File: src/rtl/picosoc_bus_arbiter.sv
// Two-master round-robin arbiter for the picorv32 native memory bus.
// Holds the grant until the slave completes and forces an error completion on hung slaves.
module picosoc_bus_arbiter #(
  parameter int unsigned TIMEOUT   = 1024,
  parameter logic [31:0] ERR_RDATA = 32'hFFFF_FFFF
) (
  input  logic        clk,
  input  logic        reset,
  input  logic        m0_valid,
  input  logic        m0_instr,
  input  logic [31:0] m0_addr,
  input  logic [31:0] m0_wdata,
  input  logic [3:0]  m0_wstrb,
  output logic        m0_ready,
  output logic [31:0] m0_rdata,
  input  logic        m1_valid,
  input  logic        m1_instr,
  input  logic [31:0] m1_addr,
  input  logic [31:0] m1_wdata,
  input  logic [3:0]  m1_wstrb,
  output logic        m1_ready,
  output logic [31:0] m1_rdata,
  output logic        s_valid,
  output logic        s_instr,
  output logic [31:0] s_addr,
  output logic [31:0] s_wdata,
  output logic [3:0]  s_wstrb,
  input  logic        s_ready,
  input  logic [31:0] s_rdata,
  output logic [1:0]  grant,
  output logic        err,
  output logic [31:0] err_addr,
  input  logic        err_clr
);

  localparam int unsigned   CW      = (TIMEOUT < 32'd2) ? 1 : $clog2(TIMEOUT + 32'd1);
  localparam logic [CW-1:0] LIMIT   = CW'((TIMEOUT == 32'd0) ? 32'd0 : (TIMEOUT - 32'd1));
  localparam logic [CW-1:0] CNT_MAX = {CW{1'b1}};

  typedef enum logic {IDLE = 1'b0, BUSY = 1'b1} state_t;

  state_t        state_q, state_d;
  logic          owner_q, owner_d;
  logic          last_q, last_d;
  logic [CW-1:0] cnt_q, cnt_d;
  logic          err_q, err_d;
  logic [31:0]   err_addr_q, err_addr_d;

  logic          busy, sel_m1, own_valid, timeout_hit, done;
  logic [31:0]   rdata_mux;

  assign busy      = (state_q == BUSY);
  // Data path follows master 0 whenever the bus is idle.
  assign sel_m1    = busy & owner_q;
  assign own_valid = owner_q ? m1_valid : m0_valid;
  assign timeout_hit = (TIMEOUT != 32'd0) & busy & own_valid & (cnt_q == LIMIT) & ~s_ready;
  assign done      = s_ready | timeout_hit;
  assign rdata_mux = timeout_hit ? ERR_RDATA : s_rdata;

  assign s_addr  = sel_m1 ? m1_addr  : m0_addr;
  assign s_wdata = sel_m1 ? m1_wdata : m0_wdata;
  assign s_wstrb = sel_m1 ? m1_wstrb : m0_wstrb;
  assign s_instr = sel_m1 ? m1_instr : m0_instr;

  assign err      = err_q;
  assign err_addr = err_addr_q;

  always_comb begin
    s_valid  = 1'b0;
    grant    = 2'b00;
    m0_ready = 1'b0;
    m1_ready = 1'b0;
    m0_rdata = 32'd0;
    m1_rdata = 32'd0;
    if (busy) begin
      s_valid = own_valid;
      if (owner_q) begin
        grant    = 2'b10;
        m1_ready = own_valid & done & ~reset;
        m1_rdata = rdata_mux;
      end else begin
        grant    = 2'b01;
        m0_ready = own_valid & done & ~reset;
        m0_rdata = rdata_mux;
      end
    end else begin
      s_valid = 1'b0;
    end
  end

  always_comb begin
    state_d    = state_q;
    owner_d    = owner_q;
    last_d     = last_q;
    cnt_d      = cnt_q;
    err_d      = err_q;
    err_addr_d = err_addr_q;
    case (state_q)
      IDLE: begin
        cnt_d = '0;
        if (m0_valid | m1_valid) begin
          state_d = BUSY;
          owner_d = (m0_valid & m1_valid) ? ~last_q : m1_valid;
        end else begin
          state_d = IDLE;
        end
      end
      BUSY: begin
        // A dropped request aborts the access exactly like a completion, minus the ready.
        if (~own_valid | done) begin
          state_d = IDLE;
          last_d  = owner_q;
          cnt_d   = '0;
        end else if (cnt_q != CNT_MAX) begin
          cnt_d = cnt_q + 1'b1;
        end else begin
          cnt_d = cnt_q;
        end
      end
      default: state_d = IDLE;
    endcase
    if (err_clr) begin
      err_d = 1'b0;
    end else begin
      err_d = err_q;
    end
    // A new timeout beats a simultaneous clear and re-captures the address.
    if (timeout_hit & (~err_q | err_clr)) begin
      err_d      = 1'b1;
      err_addr_d = s_addr;
    end else begin
      err_addr_d = err_addr_q;
    end
  end

  always_ff @(posedge clk) begin
    if (reset) begin
      state_q    <= IDLE;
      owner_q    <= 1'b0;
      last_q     <= 1'b1;
      cnt_q      <= '0;
      err_q      <= 1'b0;
      err_addr_q <= 32'd0;
    end else begin
      state_q    <= state_d;
      owner_q    <= owner_d;
      last_q     <= last_d;
      cnt_q      <= cnt_d;
      err_q      <= err_d;
      err_addr_q <= err_addr_d;
    end
  end

endmodule

File: config.mk
export PLATFORM = sky130hd
export DESIGN_NAME = picosoc_bus_arbiter
export DESIGN_NICKNAME = d
export VERILOG_FILES = /design/src/rtl/picosoc_bus_arbiter.sv
export SDC_FILE = /design/constraint.sdc
export NUM_CORES = 1
export LEC_CHECK = 0
export ABC_AREA = 1
export BUFFER_PORTS_ARGS = -buffer_cell sky130_fd_sc_hd__buf_2
export CAP_MARGIN = 30
export CORE_AREA = 2 2 135 137
export DETAILED_ROUTE_END_ITERATION = 7
export DIE_AREA = 0 0 137 139
export SLEW_MARGIN = 20
export SYNTH_ARGS = -nofsm -noshare
export SYNTH_HDL_FRONTEND = slang
export SYNTH_SLANG_ARGS = --single-unit
File: constraint.sdc
create_clock -name clk -period 2.3 [get_ports clk]
set_input_delay 0.23 -clock clk [delete_from_list [all_inputs] [get_ports clk]]
set_output_delay 0.23 -clock clk [all_outputs]
set_load 0.02 [all_outputs]
; ---- Word-level counts from Yosys, hierarchy flattened
; Index checks and enable logic that the tools add are counted.
[op_classes]
reduce_logical = 3
n_bitwise = 18
n_eq_ne = 3
n_mux = 26
add_sub_neg = 1
[op_table]
columns = op, count
row1 = 2-to-1 mux 32 bit, 7
row2 = 2-to-1 mux 11 bit, 2
row3 = one-hot mux 11 bit (2 select lines), 1
row4 = 2-to-1 mux 1 bit, 12
row5 = adder 11 x 1 -> 11 bit (second input constant), 1
row6 = equality test 11 x 10 -> 1 bit (second input constant), 1
row7 = inequality test 11 bit (second input constant), 1
row8 = bitwise AND 1 bit, 8
row9 = NOT 1 bit, 6
row10 = 2-to-1 mux 2 bit, 2
row11 = 2-to-1 mux 4 bit, 1
row12 = bitwise OR 1 bit, 4
row13 = AND reduction 2 bit, 2
row14 = inequality test 3 x 1 -> 1 bit (second input constant), 1
row15 = one-hot mux 1 bit (2 select lines), 1
row16 = nonzero test 2 bit, 1
[word_totals]
word_cells = 57
regBits = 47

; ---- Longest topological paths before layout
[depth]
word_depth = 9
mapped_depth = 10
depth_no_buf = 10

; ---- Worst setup path after synthesis
; OpenSTA, ideal clock, no wires.
[synth_path]
path_kind = register to output
startpoint = register cnt_q[0]
endpoint = output m0_rdata[10]
path_stages_with_launch = 11
arrival_ps = 1641
t_required_ps = 2070
path_slack_ps = 429
path_cell_list = dfxtp_1 ha_1 nand3_1 inv_1 nand2_1 inv_1 nand2_2 nor2_4 buf_4 nor2_1 nor2_1
[synth_between]
elab_chain_cells = 6
[synth_lines]
columns = element, line_no
row1 = "start, declared", 45  ; logic [CW-1:0] cnt_q, cnt_d;
row2 = "start signal, assigned", 148  ; cnt_q <= cnt_d;
row3 = equality test 11 x 10 -> 1 bit, 56  ; assign timeout_hit = (TIMEOUT != 32'd0) & busy & own_valid & (cnt_q == LIMIT) & ~s_ready;
row4 = bitwise AND 1 bit (2 in a row), 56
row5 = 2-to-1 mux 32 bit, 58  ; assign rdata_mux = timeout_hit ? ERR_RDATA : s_rdata;
row6 = 2-to-1 mux 32 bit, 77  ; if (owner_q) begin
row7 = 2-to-1 mux 32 bit, 75  ; if (busy) begin
row8 = "end, declared", 15  ; output logic [31:0] m0_rdata,
; Every way passes these cells.

; ---- Worst setup path after layout
[layout_path]
startpoint = register cnt_q[1]
endpoint = output m1_rdata[10]
[layout_between]
elab_chain_cells = 6
[layout_lines]
columns = element, line_no
row1 = equality test 11 x 10 -> 1 bit, 56
row2 = bitwise AND 1 bit (2 in a row), 56
row3 = 2-to-1 mux 32 bit, 58
row4 = 2-to-1 mux 32 bit, 77
row5 = 2-to-1 mux 32 bit, 75
row6 = "end, declared", 22  ; output logic [31:0] m1_rdata,
; Every way passes these cells.

==> results.json <==
{
  "status": "finished clean",
  "ant_nets": 0,
  "synth.most_common_cell": "nand2_1",
  "leakage_nw": 3.58,
  "async_flop_share_pct": 0,
  "dp_hpwl_mm": 12.3,
  "fp.dieW_um": 137,
  "holdPathEnd": "owner_q$_SDFFE_PP0P_",
  "hold_viol_final": 0,
  "antenna_found_initial": 1,
  "clock_skew_ps": 4.03,
  "ir_worst_vdd_v": 0.000280,
  "fin_crit_sh_pct": 94.4,
  "maxCapViolations": 0,
  "cts_buffers": 5,
  "pin_count": 347,
  "hp-class": "in2reg",
  "start_util_pct": 21.1,
  "synth_area_leaders": "dfxtp_1 25%, nand2_1 21%, nor2_1 15%",
  "path_cells": "ha_4 -> nand3_1 -> inv_2 -> nand2_4 -> inv_4 -> nand2_4 -> nor2_4 -> buf_12 -> nor2_1 -> nor2_2 -> buf_4",
  "critPathMaxStageDelay_ps": 360,
  "hold_slack_ps": 197,
  "nNetsFinal": 1203,
  "clk_pin_slew_ps": 70,
  "dieArea_mm2": 0.0190,
  "finalCriticalPeriod_ps": 2170,
  "drt_iter0_drc": 201,
  "yosys_warnings": 0,
  "synth-seq-area-share_pct": 25.3,
  "rr_endpoint": "err_addr[24]$_SDFFE_PP0P_",
  "worst_slack_ps": 128,
  "grt_pass1_wl_mm": 22.6,
  "port-buffer-count": 346,
  "dr.pass1.iters": 4,
  "clkLatencyLatePin_ps": 290,
  "path_max_fanout": 9,
  "cts-root-buf": "clkbuf_16",
  "synth_nets": 870,
  "cts.sinks": 47,
  "final_area_mm2": 0.00598,
  "required_ps": 2070,
  "gr-usage-all-layers_pct": 14.9,
  "report.final.setup_viol": 0,
  "synth_ff_type": "dfxtp_1",
  "vias": 5213,
  "core_mm2": 0.0177,
  "worstPathArrival_ps": 1940,
  "cts_tree": "built",
  "worstMarginPinSlew_ps": 541,
  "syn_to_final_growth_pct": 60.7,
  "chipHeight_um": 139,
  "relSlewSlack_pct": 63.9,
  "synth.cell_area_mm2": 0.00372,
  "worstHoldStart": "reset",
  "crit_top_cell": "nand2_4",
  "cp-start-kind": "flip-flop",
  "drive_gt1_share_pct": 41.7,
  "htreeDepth": 2,
  "r2r_slack_ps": 370,
  "reg2reg_depth": 10,
  "wl_per_cell_um": 12.4,
  "drc": 0,
  "end_kind": "output pin",
  "cts_buffer_depth": 2,
  "synth.largest_area_cell": "dfxtp_1",
  "dp_slack_ps": 229,
  "ys_types": 24,
  "via_per_inst": 4.14,
  "wirelength_mm": 15.6,
  "placed_cell_area_mm2": 0.00566,
  "power.density_mw_per_mm2": 396,
  "regToRegStartpoint": "cnt_q[1]$_SDFFE_PP0P_",
  "slew_viol_final": 0,
  "synth_cells": 693,
  "avgSynthCellArea_um2": 5.37,
  "fmax_mhz": 460,
  "ys_top_cells_by_count": "205 x nand2_1, 147 x nor2_1, 118 x inv_1, 47 x dfxtp_1, 34 x or2_2",
  "synth_top_area_share_pct": 25.3,
  "grt_overflow": 0,
  "grt_max_degree": 44,
  "cp_slowest_cell": "dfxtp_2",
  "rows": 49,
  "holdPathStages": 2,
  "routabilityCongestion": 0.843,
  "critical_path_class": "reg2out",
  "ys_ff_latch": 47,
  "grt_pass1_vias": 4524,
  "nFillCells": 1973,
  "synth_edf_count": 0
}
sequential cells by signal (all words and copies together), names as in the netlist:
| register | cells |
|---|---|
| cnt_q | 11 |
| last_q | 1 |
| owner_q | 1 |
| err | 1 |
| busy | 1 |
| err_addr | 32 |
how the worst max path moves through the flow:
stage / from / to / depth (start not counted)
2_1_floorplan: cnt_q[0]$_SDFFE_PP0P_ / m0_rdata[10] / 10
3_3_place_gp: cnt_q[0]$_SDFFE_PP0P_ / m1_rdata[10] / 11
3_5_place_dp: cnt_q[0]$_SDFFE_PP0P_ / m1_rdata[10] / 11
4_1_cts: cnt_q[0]$_SDFFE_PP0P_ / m1_rdata[10] / 11
6_report: cnt_q[1]$_SDFFE_PP0P_ / m1_rdata[10] / 11
5_1_grt: cnt_q[1]$_SDFFE_PP0P_ / m0_rdata[26] / 11
routing by layer:
layer	share of wire [%]	wire length [µm]	vias to the layer above	global-route usage (%)
li1	-	-	2735	-
met2	49	7610	245	27.3
met3	7.3	1140	18	2.49
met1	41	6420	2215	16.8
met5	0	0	-	0
met4	2.5	392	0	5.97
layout by cell type (no fill, tap or decap):
| cell type | Yosys | layout |
|---|---|---|
| a21oi_1 | 7 | 7 |
| buf_12 | 0 | 2 |
| buf_2 | 14 | 340 |
| buf_4 | 3 | 21 |
| buf_6 | 3 | 1 |
| clkbuf_16 | 0 | 7 |
| clkbuf_8 | 0 | 2 |
| clkinv_1 | 1 | 1 |
| clkinvlp_4 | 0 | 1 |
| dfxtp_1 | 47 | 42 |
| dfxtp_2 | 0 | 5 |
| diode_2 | 0 | 2 |
| ha_4 | 0 | 1 |
| inv_1 | 118 | 115 |
| inv_2 | 0 | 2 |
| inv_4 | 0 | 1 |
| nand2_1 | 205 | 203 |
| nand2_4 | 0 | 3 |
| nand3_1 | 13 | 13 |
| nand3_4 | 1 | 1 |
| nand4_1 | 32 | 32 |
| nand4_2 | 1 | 1 |
| nor2_1 | 147 | 143 |
| nor2_2 | 0 | 4 |
| nor2_4 | 2 | 2 |
| nor3_1 | 4 | 4 |
| nor3b_1 | 4 | 4 |
| o21ai_0 | 29 | 29 |
| o21ai_1 | 6 | 6 |
| or2_2 | 34 | 34 |
cells by family (layout without fill, tap and decap cells):
| family | count (synthesis) | in the layout | synth area share [%] |
|---|---|---|---|
| buf+inv | 159 | 493 | 17.5 |
| flops | 47 | 47 | 25.3 |
| other cells | 0 | 2 | 0 |
| compound gates | 42 | 42 | 5.65 |
| fa+ha+maj | 1 | 1 | 0.336 |
| simple gates | 444 | 444 | 51.3 |
area by class of cell:
| class | count | area, µm² | share of cell area (%) |
|---|---|---|---|
| clock buffers | 7 | 153 | 2.55 |
| multi-input cells | 487 | 2170 | 36.3 |
| flip-flops and latches | 47 | 947 | 15.8 |
| well taps | 229 | 287 | 4.79 |
| clock inverters | 1 | 7.51 | 0.125 |
| repair buffers | 366 | 1960 | 32.8 |
| inverters | 119 | 449 | 7.51 |
| diodes | 2 | 5.00 | 0.0837 |
power by group:
part | switching (W) | internal [W]
registers | 0.00000718 | 0.000819
clock network | 0.000322 | 0.000463
logic | 0.000459 | 0.000296
worst max-delay path: cells and delay by family (launching register included):
kind | cells | cell delay, ps
adder cells (fa/ha/maj) | 1 | 140
buffers and inverters | 4 | 510
flip-flops | 1 | 360
AND/OR/NAND/NOR | 6 | 640
stage by stage:
stage	utilization, %	power, W	TNS, ps	std cells
5_1_grt	33.9	0.00251	-72.2	1257
2_1_floorplan	-	0.00125	0	693
4_1_cts	33.0	0.00241	0	1248
3_5_place_dp	32.1	0.00160	0	1240
6_report	33.9	0.00237	0	1258
3_3_place_gp	32.1	0.00160	0	1240
repair_timing:
item	CTS	global route
setup endpoints to repair	7	66
hold buffers	0	0
gates resized for setup	4	19
pin swaps	1	5
gates cloned	0	3
setup buffers	0	5
Note: power is estimated with default switching activity, not from simulation.
